$ cat config.mk
export PLATFORM = sky130hd
export DESIGN_NAME = if_fetch_queue
export DESIGN_NICKNAME = d
export VERILOG_FILES = /design/src/rtl/if_fetch_queue.sv
export SDC_FILE = /design/constraint.sdc
export NUM_CORES = 1
export LEC_CHECK = 0
export CELL_PAD_IN_SITES_DETAIL_PLACEMENT = 0
export CELL_PAD_IN_SITES_GLOBAL_PLACEMENT = 2
export CORE_MARGIN = 8
export CORE_UTILIZATION = 23
export DETAILED_ROUTE_END_ITERATION = 8
export GPL_ROUTABILITY_DRIVEN = 1
export PLACE_DENSITY = 0.7
export SKIP_CTS_REPAIR_TIMING = 1
export SLEW_MARGIN = 40
export SYNTH_ARGS = -nofsm -noshare
export SYNTH_HDL_FRONTEND = slang
export SYNTH_SLANG_ARGS = --single-unit
$ cat constraint.sdc
create_clock -name clk -period 3.05 [get_ports clk]
set_input_delay 0.61 -clock clk [delete_from_list [all_inputs] [get_ports clk]]
set_output_delay 0.61 -clock clk [all_outputs]
set_load 0.01 [all_outputs]
$ cat src/rtl/if_fetch_queue.sv
// Instruction fetch stage: owns the PC, reads instruction memory and
// queues {pc, instr} pairs for decode, with redirect flush from EX.
module if_fetch_queue #(
  parameter logic [31:0] RESET_PC = 32'h0000_0000,
  parameter int          DEPTH    = 2
) (
  input  logic        clk,
  input  logic        rst,
  output logic [31:0] imem_addr,
  input  logic [31:0] imem_instr,
  input  logic        redirect_valid,
  input  logic [31:0] redirect_pc,
  input  logic        id_ready,
  output logic        if_id_valid,
  output logic [31:0] if_id_pc,
  output logic [31:0] if_id_instr,
  output logic [31:0] if_id_pc_plus4,
  output logic [31:0] fetch_count
);

  localparam int AW = (DEPTH > 1) ? $clog2(DEPTH) : 1;
  localparam int CW = AW + 1;
  localparam logic [CW-1:0] L_FULL = CW'(DEPTH);

  logic [31:0]   r_pc;
  logic [31:0]   r_fetch_count;
  logic [AW-1:0] r_rptr;
  logic [AW-1:0] r_wptr;
  logic [CW-1:0] r_count;
  logic [31:0]   r_mem_pc    [DEPTH];
  logic [31:0]   r_mem_instr [DEPTH];

  logic          w_valid;
  logic          w_pop;
  logic          w_push;
  logic [31:0]   w_redir_pc;
  logic [31:0]   w_head_pc;
  logic [31:0]   w_head_instr;

  assign w_valid    = (r_count != '0);
  assign w_pop      = w_valid & id_ready;
  assign w_push     = ~redirect_valid & ((r_count < L_FULL) | w_pop);
  assign w_redir_pc = redirect_pc & 32'hFFFF_FFFC;

  assign w_head_pc    = r_mem_pc[r_rptr];
  assign w_head_instr = r_mem_instr[r_rptr];

  assign imem_addr      = r_pc;
  assign fetch_count    = r_fetch_count;
  assign if_id_valid    = w_valid;
  assign if_id_pc       = w_valid ? w_head_pc : 32'h0;
  assign if_id_instr    = w_valid ? w_head_instr : 32'h0;
  assign if_id_pc_plus4 = w_valid ? (w_head_pc + 32'd4) : 32'h0;

  // PC and fetch counter: redirect overrides any push
  always_ff @(posedge clk or negedge rst) begin
    if (!rst) begin
      r_pc          <= RESET_PC;
      r_fetch_count <= 32'h0;
    end else if (redirect_valid) begin
      r_pc <= w_redir_pc;
    end else if (w_push) begin
      r_pc          <= r_pc + 32'd4;
      r_fetch_count <= r_fetch_count + 32'd1;
    end
  end

  always_ff @(posedge clk or negedge rst) begin
    if (!rst) begin
      r_rptr <= '0;
      r_wptr <= '0;
    end else if (redirect_valid) begin
      r_rptr <= '0;
      r_wptr <= '0;
    end else begin
      if (w_pop)
        r_rptr <= r_rptr + 1'b1;
      if (w_push)
        r_wptr <= r_wptr + 1'b1;
    end
  end

  always_ff @(posedge clk or negedge rst) begin
    if (!rst) begin
      r_count <= '0;
    end else if (redirect_valid) begin
      r_count <= '0;
    end else begin
      unique case ({w_push, w_pop})
        2'b10:   r_count <= r_count + 1'b1;
        2'b01:   r_count <= r_count - 1'b1;
        default: r_count <= r_count;
      endcase
    end
  end

  always_ff @(posedge clk or negedge rst) begin
    if (!rst) begin
      for (int i = 0; i < DEPTH; i++) begin
        r_mem_pc[i]    <= 32'h0;
        r_mem_instr[i] <= 32'h0;
      end
    end else if (w_push) begin
      r_mem_pc[r_wptr]    <= r_pc;
      r_mem_instr[r_wptr] <= imem_instr;
    end
  end

endmodule

==> impl_metrics.json <==
{
  "run_status": "finished, violations left",
  "violations": "negative setup slack",
  "syn-instance-count": 874,
  "drc": 0,
  "vias_per_cell": 4.433,
  "hold_path_class": "input pin to asynchronous set/reset pin",
  "slew_headroom": 0.5227,
  "crit_family": "buffers and inverters",
  "cts_buffer_depth": 2,
  "synth_edf_count": 0,
  "yosysTopAreaCellShare": 0.4928,
  "cp-end-kind": "output port",
  "core_region_area_um2": 41670,
  "power_density_nw_per_um2": 608.9,
  "cts-root-buf": "clkbuf_16",
  "path_buf_inv": 7,
  "antenna_found_initial": 0,
  "grt.overflow.total": 0,
  "cts_tree": "built",
  "ys_warn_count": 0,
  "yosysTopAreaCell": "dfrtp_1",
  "arrival_ns": 2.81,
  "async_flop_share": 1.000,
  "synth_flop_cell": "dfrtp_1",
  "path_max_fanout": 7,
  "gp_congestion": 0.7625,
  "setup_viol": 24,
  "synthSimpleGateAreaFrac": 0.1498,
  "synth_mux_area_frac": 0.2122,
  "drt_pass1_iterations": 4,
  "max_freq_ghz": 0.2924,
  "grt_pass1_wl_um": 48480,
  "grt_use_total": 0.1264,
  "synth.area.top_cells": "dfrtp_1 (49%), mux2_2 (15%), mux2i_1 (5.8%)",
  "grt_max_degree": 78,
  "fp.dieH_um": 220.8,
  "finalHoldViolations": 0,
  "ant_nets": 0,
  "synth_cell_types": 52,
  "finalCritPeriodShare": 1.121,
  "synth_area_um2": 9648,
  "grt_pass1_vias": 7870,
  "setup_tns_ns": -4.917,
  "cts_made_buffers": 17,
  "portBuffers": 220,
  "cpPeakStageDelay_ns": 0.49,
  "vdd_drop_max_v": 0.0002924,
  "finish.net_count": 1235,
  "finalMaxSlewViolations": 0,
  "dieArea_um2": 48760,
  "via_count": 7598,
  "ios": 229,
  "routedWlPerCell_um": 18.32,
  "synth_top_family_by_area": "multiplexers",
  "critical_path_required_ns": 2.44,
  "worst_pin_slew_ns": 0.7159,
  "routed_wl_um": 31400,
  "cp_cell_sequence": "buf_12 -> buf_12 -> buf_8 -> mux2_4 -> ha_4 -> and2_4 -> nand4_1 -> buf_4 -> clkbuf_16 -> buf_6 -> o22a_1 -> buf_6",
  "avgSynthCellArea_um2": 11.04,
  "finClkSkew_ns": 0.009904,
  "cap_viol_max_count": 0,
  "leakagePower_nw": 6.041,
  "critical-path-slowest-cell": "dfrtp_4",
  "dp_hpwl_um": 23190,
  "synth_compound_area_frac": 0.04552,
  "dp_slack_ns": -0.2834,
  "rsz0062_at_grt": "true",
  "ys_ff_latch": 190,
  "insertion_delay_ns": 0.45,
  "yosysSeqAreaShare": 0.4928,
  "area_delta_synth_final_pct": 47.04,
  "rows": 75,
  "cts_sinks": 190,
  "drive_gt1_frac": 0.2953,
  "insertedDiodeCount": 0,
  "synthAdderAreaFrac": 0.003891,
  "first_iter_violations": 254,
  "critPathKind": "register to output port",
  "start_util": 0.2316,
  "finalCriticalPeriod_ns": 3.420,
  "cts.clk_slew.worst_paths_ns": 0.07,
  "die_w_um": 220.8,
  "htree_levels": 4,
  "setup_slack_ns": -0.3696,
  "start_kind": "register",
  "synth_xor_area_frac": 0.06718
}
## registers in the layout (all words and copies together), names as in the netlist
register     cells
r_wptr           1
r_mem_pc        60
r_count          2
fetch_count     32
imem_addr       30
r_rptr           1
r_mem_instr     64
## final timing paths
path | from | endpoint | slack (ns) | cells past startpoint
max in group asynchronous | rst | r_mem_instr[35]$_DFFE_PN0P_ | 1.98 | 2
worst min register to register | fetch_count[31]$_DFFE_PN0P_ | fetch_count[31]$_DFFE_PN0P_ | 0.48 | 1
worst max-delay path | r_rptr$_DFFE_PN0P_ | if_id_pc_plus4[24] | -0.37 | 12
worst max register to register | r_count[1]$_DFFE_PN0P_ | imem_addr[23]$_DFFE_PN0P_ | 1.02 | 7
worst min-delay path | rst | fetch_count[31]$_DFFE_PN0P_ | 0.18 | 1
min in group clk | redirect_valid | r_wptr$_DFFE_PN0P_ | 0.42 | 2
## per-stage QoR
stage	utilization	hold WS (ns)	total power, mW	cell area (µm²)	cells
2_1_floorplan	-	0.3144	4.772	9668	879
3_3_place_gp	0.3124	0.4703	6.257	13020	1664
3_5_place_dp	0.3124	0.4721	6.302	13020	1664
4_1_cts	0.3257	0.1883	8.567	13570	1694
5_1_grt	0.3405	0.2208	9.158	14190	1714
6_report	0.3405	0.1834	8.638	14190	1714
## metal layers
layer  global-route usage  share of wire
met3              0.02473          0.042
met4              0.04757          0.020
met1               0.1770           0.50
met5                    0              0
met2               0.1902           0.44
## Yosys cell counts, drive strengths merged, types with 4 or more instances
cell type  count
mux2         132
nand2         71
buf           18
nor2b          4
o31ai          7
a21oi          6
xnor2         44
dfrtp        190
and3          11
nand2b         4
nor3          12
nor2          93
nand4b         5
o21ai         35
and2          10
nor4           8
nand4         24
xor2          30
o31a           4
nand3         28
inv            6
clkbuf        36
nand3b         4
and4          11
mux2i         56
## layout by cell type, fill, tap and decap left out, types with 5 or more instances in the layout
| cell | synthesis | layout |
|---|---|---|
| and3_1 | 11 | 11 |
| buf_12 | 0 | 11 |
| dfrtp_1 | 190 | 189 |
| conb_1 | 1 | 6 |
| nand2_1 | 71 | 67 |
| inv_1 | 6 | 6 |
| clkbuf_16 | 0 | 18 |
| clkdlybuf4s50_1 | 0 | 175 |
| buf_2 | 8 | 11 |
| mux2_2 | 131 | 129 |
| nand4_1 | 24 | 24 |
| mux2i_1 | 56 | 43 |
| nand3_1 | 27 | 24 |
| xnor2_1 | 44 | 43 |
| a21oi_1 | 6 | 5 |
| dlymetal6s2s_1 | 0 | 15 |
| buf_6 | 2 | 19 |
| nor2_1 | 93 | 90 |
| nor3_2 | 0 | 8 |
| and2_1 | 10 | 9 |
| mux2i_4 | 0 | 6 |
| and4_1 | 11 | 11 |
| o21ai_0 | 35 | 31 |
| buf_4 | 6 | 83 |
| xor2_1 | 30 | 30 |
| mux2i_2 | 0 | 7 |
## area by class of cell
| class | instances | area (µm²) |
|---|---|---|
| Timing Repair Buffer | 320 | 3131 |
| Tap cell | 539 | 674.4 |
| Fill cell | 4285 | 27480 |
| Clock buffer | 20 | 436.7 |
| Inverter | 6 | 22.52 |
| Multi-Input combinational cell | 629 | 5046 |
| Sequential cell | 190 | 4758 |
| Clock inverter | 10 | 117.6 |
## power by group
part           total, mW  internal (mW)  switching (mW)
clock               2.21           1.20            1.01
sequential          3.49           3.03           0.462
combinational       2.93           1.61            1.32
total               8.64           5.85            2.79
## cells by family (layout without fill, tap and decap cells)
family	after synthesis	in the layout
other cells	1	6
xor+xnor	74	74
flops	190	190
buf+inv	60	356
fa+ha+maj	3	3
mux	188	188
simple gates	289	289
compound gates	69	69
Power figures use the tool's default switching activity.
==> patch 1: new RTL, same flow settings <==
Register the output `fetch_count` once more, cleared by the reset; this adds one clock of latency there. The other outputs are not delayed to match.
--- a/src/rtl/if_fetch_queue.sv
+++ b/src/rtl/if_fetch_queue.sv
@@ -48,3 +48,9 @@
   assign imem_addr      = r_pc;
-  assign fetch_count    = r_fetch_count;
+  always_ff @(posedge clk or negedge rst) begin
+    if (!rst) begin
+      fetch_count <= '0;
+    end else begin
+      fetch_count <= r_fetch_count;
+    end
+  end
   assign if_id_valid    = w_valid;
Check against the original RTL: not equivalent (Yosys sat finds a counterexample within 4 cycles, from zero or initial values and one cycle with rst low).
==> patch 1 against the unedited design <==
- the flow still finishes with violations (setup timing)
- synthesized area grew 8.3%
- highest routed layer is now met5
- sequential cell count grew 32
- sequential share of layout area grew 2.0 points
- synthesized cell count grew 4.6%
- critical path type unchanged
- setup slack lost 0.12 ns
- final cell count grew 7.6%
- routed wire length grew 8.2%
- cell area grew 10%
- critical endpoint is now if_id_pc_plus4[31]
- total power grew 18%
- hold slack gained 0.19 ns
==> patch 1: results (changes against the unedited design) <==
Global route
  – Global-route wire length before repair: 52.2 mm (+7.7%)
  – Maximum number of pins on one net before global-route repair: 73 (-6.4%)
  – GR Util All Layers: 12.5% (-0.096 points)
  – Initial antenna violation count: 7 (+7)
  – Via count of the first global-routing pass: 8449 (+7.4%)

Power and ir drop
  – Net switching share of the total power: 29.7% (-2.7 points)
  – Leakage power summed over all cells: 6.92 nW (+14%)
  – Peak supply drop: 0.432 mV (+48%)

Placed design
  – Post-detail-place hpwl: 24.3 mm (+4.7%)
  – Worst setup slack before clock tree synthesis: -0.368 ns (-0.0841 ns)
  – Last weighted congestion value of the routability-driven placer: 0.768 (+0.73%)

STA
  – Count of final setup violators: 22 (-8.3%)
  – Worst slack on hold paths: 0.376 ns (+0.193 ns)
  – Setup slack of the critical path after layout: -0.487 ns (-0.118 ns)
  – Max-slew headroom: 54.9% (+2.6 points)

Synthesis
  – Sequential element share of the synthesized area: 53.2% (+3.9 points)
  – Number of distinct library cell variants in the gate-level netlist after synthesis: 46 (-12%)
  – Synth cell count leaders: dfrtp_1 (222), mux2_2 (135), nor2_1 (90), nand2_1 (75), xnor2_1 (60)
  – Top post-synthesis cells by area: dfrtp_1 (53%), mux2_2 (15%), mux2i_1 (5.5%)

Detailed routing
  – Number of vias in the routed layout: 8100 (+6.6%)
  – Iter 0 DRT Violations: 354 (+39%)
  – Routed wire length: 34.0 mm (+8.2%)
  – Post-detailed-route via-to-cell ratio: 4.39 (-0.91%)

Setup path
  – Worst R2R Path Depth: 5 (-2)
  – Maximum fanout along the worst path: 6 (-1)
  – Launch point of the worst reg-to-reg path: imem_addr[8]

Clock network
  – Total clock buffers created by CTS: 27 (+10)
  – Buffers from clock root to sink, at most: 3 (+1)
  – CTS H-tree lvls: 1 (-3)

Hold path
  – Worst Hold Class: in -> reg

Cells and area
  – Final net count: 1300 (+5.3%)

Outcome
  – Status: complete, but fails checks
  – Violated checks: setup timing
-- patch 1: cell families (layout without fill, tap and decap cells) --
family	Yosys count	in the layout	synth area share, %
AOI/OAI and AO/OA	68	68	4.04
xor gates and xnor gates	73	73	6.12
buffers and inverters	66	389	2.90
muxes	192	192	20.0
DFF	222	222	53.2
adders and majority gates	3	3	0.359
and+or+nand+nor	289	289	13.3
other	1	8	0.0359
-- patch 1: metrics by stage --
| stage | setup TNS (ns) | instance area (sq um) |
|---|---|---|
| 6_report | -7.50 | 15600 |
| 4_1_cts | -28.39 | 14900 |
| 2_1_floorplan | 0 | 10500 |
| 3_5_place_dp | -4.58 | 14000 |
| 5_1_grt | -10.30 | 15600 |
| 3_3_place_gp | -4.24 | 14000 |
-- patch 1: worst max path at each step --
stage / end / slack, ns
6_report: if_id_pc_plus4[31] / -0.49
3_3_place_gp: if_id_pc_plus4[29] / -0.40
3_5_place_dp: if_id_pc_plus4[29] / -0.37
2_1_floorplan: if_id_pc_plus4[22] / 0.03
5_1_grt: if_id_pc_plus4[31] / -0.63
4_1_cts: if_id_pc_plus4[29] / -0.98
-- patch 1: layout make-up --
| cell class | instances | area, sq um |
|---|---|---|
| fill | 4558 | 29400 |
| sequential | 222 | 5560 |
| multi-input combinational | 631 | 5130 |
| timing repair buffer | 334 | 3250 |
| tap | 600 | 751 |
| clock buffer | 33 | 738 |
| clock inverter | 9 | 156 |
| inverter | 13 | 52.6 |
| antenna | 2 | 5.00 |
-- patch 1: layer usage --
layer	part of all wire [%]	vias up	GRT usage, %
met3	6.7	62	4.24
met5	0.22	-	0
met1	44	4024	16.2
met4	2.8	12	3.81
met2	46	170	19.7
li1	-	3832	-
-- patch 1: power by group through the flow --
stage                     Clock, mW  Combinational [mW]  Sequential [mW]
after floorplan                   0                1.35             3.88
after global placement            0                2.79             3.94
after detailed placement          0                2.83             3.96
after CTS                      3.43                2.84             3.91
after global routing           3.52                3.24             4.01
final                          3.28                2.97             3.92
==> patch 2: new RTL, same flow settings <==
Without the edit above. Set the parameter `DEPTH` to 4 (it was 2).
--- a/src/rtl/if_fetch_queue.sv
+++ b/src/rtl/if_fetch_queue.sv
@@ -4,3 +4,3 @@
   parameter logic [31:0] RESET_PC = 32'h0000_0000,
-  parameter int          DEPTH    = 2
+  parameter int          DEPTH    = 4
 ) (
Formal check against the unedited RTL: not equivalent (a bounded check fails within 4 cycles, from zero or initial values and one cycle with rst low).
==> patch 2 against the unedited design <==
- the run still ends with setup timing left
- sequential cell count grew 127
- count of clock-buffer cells in the layout grew 31
- non-clock buffer count grew 13
- fmax shrank 11%
- cell area grew 47%
- utilization shrank 2.5 points
- setup slack lost 0.41 ns
- clock skew grew 0.015 ns
- total power grew 130%
- synthesized area grew 59%
- synthesized cell count grew 36%
- routed wire length grew 45%
- hold slack lost 0.14 ns
- first-iteration DRC count grew 91%
- critical path type unchanged
- critical endpoint is now if_id_pc_plus4[31]
- largest power group is now combinational cells
==> patch 2: results (changes against the unedited design) <==
Outcome
  – Violated checks: setup timing
  – Status: complete, but fails checks

Synthesis
  – Sequential element share of the synthesized area: 51.7% (+2.4 points)
  – Post-synthesis share of cell area spent on xor and xnor gates: 3.99% (-2.7 points)
  – Fraction of synthesized area in multiplexers: 27.6% (+6.4 points)
  – Synth cell count leaders: dfrtp_1 (317), mux2_2 (240), nand2_1 (83), and2_1 (61), o21ai_0 (55)
  – Top post-synthesis cells by area: dfrtp_1 (52%), mux2_2 (18%), mux4_2 (5.4%)

Detailed routing
  – Post-detailed-route via-to-cell ratio: 4.45 (+0.45%)
  – Routed wire length: 45.7 mm (+45%)
  – Iter 0 DRT Violations: 486 (+91%)

Cells and area
  – Final net count: 1562 (+26%)
  – Fillers: 6632 (+55%)
  – Fraction of layout instances using a drive strength above 1: 34.3% (+4.7 points)
  – Final cell count without fillers: 2379 (+39%)

Clock network
  – Buffers from clock root to sink, at most: 3 (+1)
  – Total clock buffers created by CTS: 38 (+21)
  – CTS H-tree lvls: 2 (-2)
  – Clock latency reported for the late side of the worst-skew pair: 0.55 ns (+0.10 ns)

Setup path
  – Worst setup path startpoint: r_rptr[0]
  – Worst R2R End: imem_addr[30]
  – Worst path slowest cell: or4_4
  – Maximum fanout along the worst path: 6 (-1)
  – Kind of cell adding the most delay to the critical path: simple AND/OR/NAND/NOR gates
  – Last element of the critical path: if_id_pc_plus4[31]

Power and ir drop
  – Net Sw Power: 6.49 mW (+130%)
  – Peak supply drop: 0.493 mV (+68%)

Placed design
  – Placement Cell Area: 19300 sq um (+48%)
  – Post-Place Cells: 2300 (+38%)
  – Post-detail-place hpwl: 31.9 mm (+37%)

Global route
  – Global-route wire length before repair: 69.6 mm (+44%)
  – Via count of the first global-routing pass: 11.3k (+44%)
  – Initial antenna violation count: 5 (+5)
  – GR Util All Layers: 11.8% (-0.88 points)
  – Maximum number of pins on one net before global-route repair: 73 (-6.4%)

STA
  – Count of final setup violators: 74 (+210%)
  – Setup slack of the critical path after layout: -0.776 ns (-0.406 ns)
  – Max-slew headroom: 60.6% (+8.4 points)
patch 2: cell types whose count changed after synthesis, sizes merged, moves of 5 or more:
| cell | unedited run | this run |
|---|---|---|
| and2 | 10 | 61 |
| mux4 | 0 | 62 |
| clkbuf | 36 | 49 |
| dfrtp | 190 | 317 |
| inv | 6 | 16 |
| buf | 18 | 30 |
| o31ai | 7 | 1 |
| nor2 | 93 | 48 |
| o21ai | 35 | 55 |
| and3 | 11 | 16 |
| mux2 | 132 | 241 |
| mux2i | 56 | 3 |
| nor3 | 12 | 24 |
| nand2 | 71 | 83 |
patch 2: through the flow:
step	hold WS (ns)	power (mW)
floorplan	0.314	11.4
global placement	0.457	15.4
detailed placement	0.458	15.7
CTS	0.0396	20.2
global route	0.0500	21.3
finish	0.0395	20.0
patch 2: power groups by stage:
stage	clock, mW	combinational [mW]	sequential, mW
2_1_floorplan	0	4.80	6.59
3_3_place_gp	0	8.60	6.82
3_5_place_dp	0	8.72	6.94
4_1_cts	4.58	8.76	6.87
5_1_grt	4.77	9.43	7.10
6_report	4.41	8.66	6.89
patch 2: layout make-up:
class | count | area [sq um] | area share, %
antenna | 1 | 2.50 | 0.0120
clock inverter | 17 | 144 | 0.692
tap | 864 | 1080 | 5.20
multi-input combinational | 779 | 7130 | 34.3
sequential | 317 | 7940 | 38.2
clock buffer | 51 | 1080 | 5.20
timing repair buffer | 333 | 3360 | 16.1
inverter | 17 | 66.3 | 0.319
patch 2: per-layer routing:
metal / GRT usage [%] / routed length [um] / up-vias
li1: - / - / 4851
met1: 14.9 / 19900 / 5468
met2: 19.6 / 22000 / 207
met3: 3.58 / 2950 / 59
met4: 2.62 / 800 / 8
met5: 0 / 47 / -
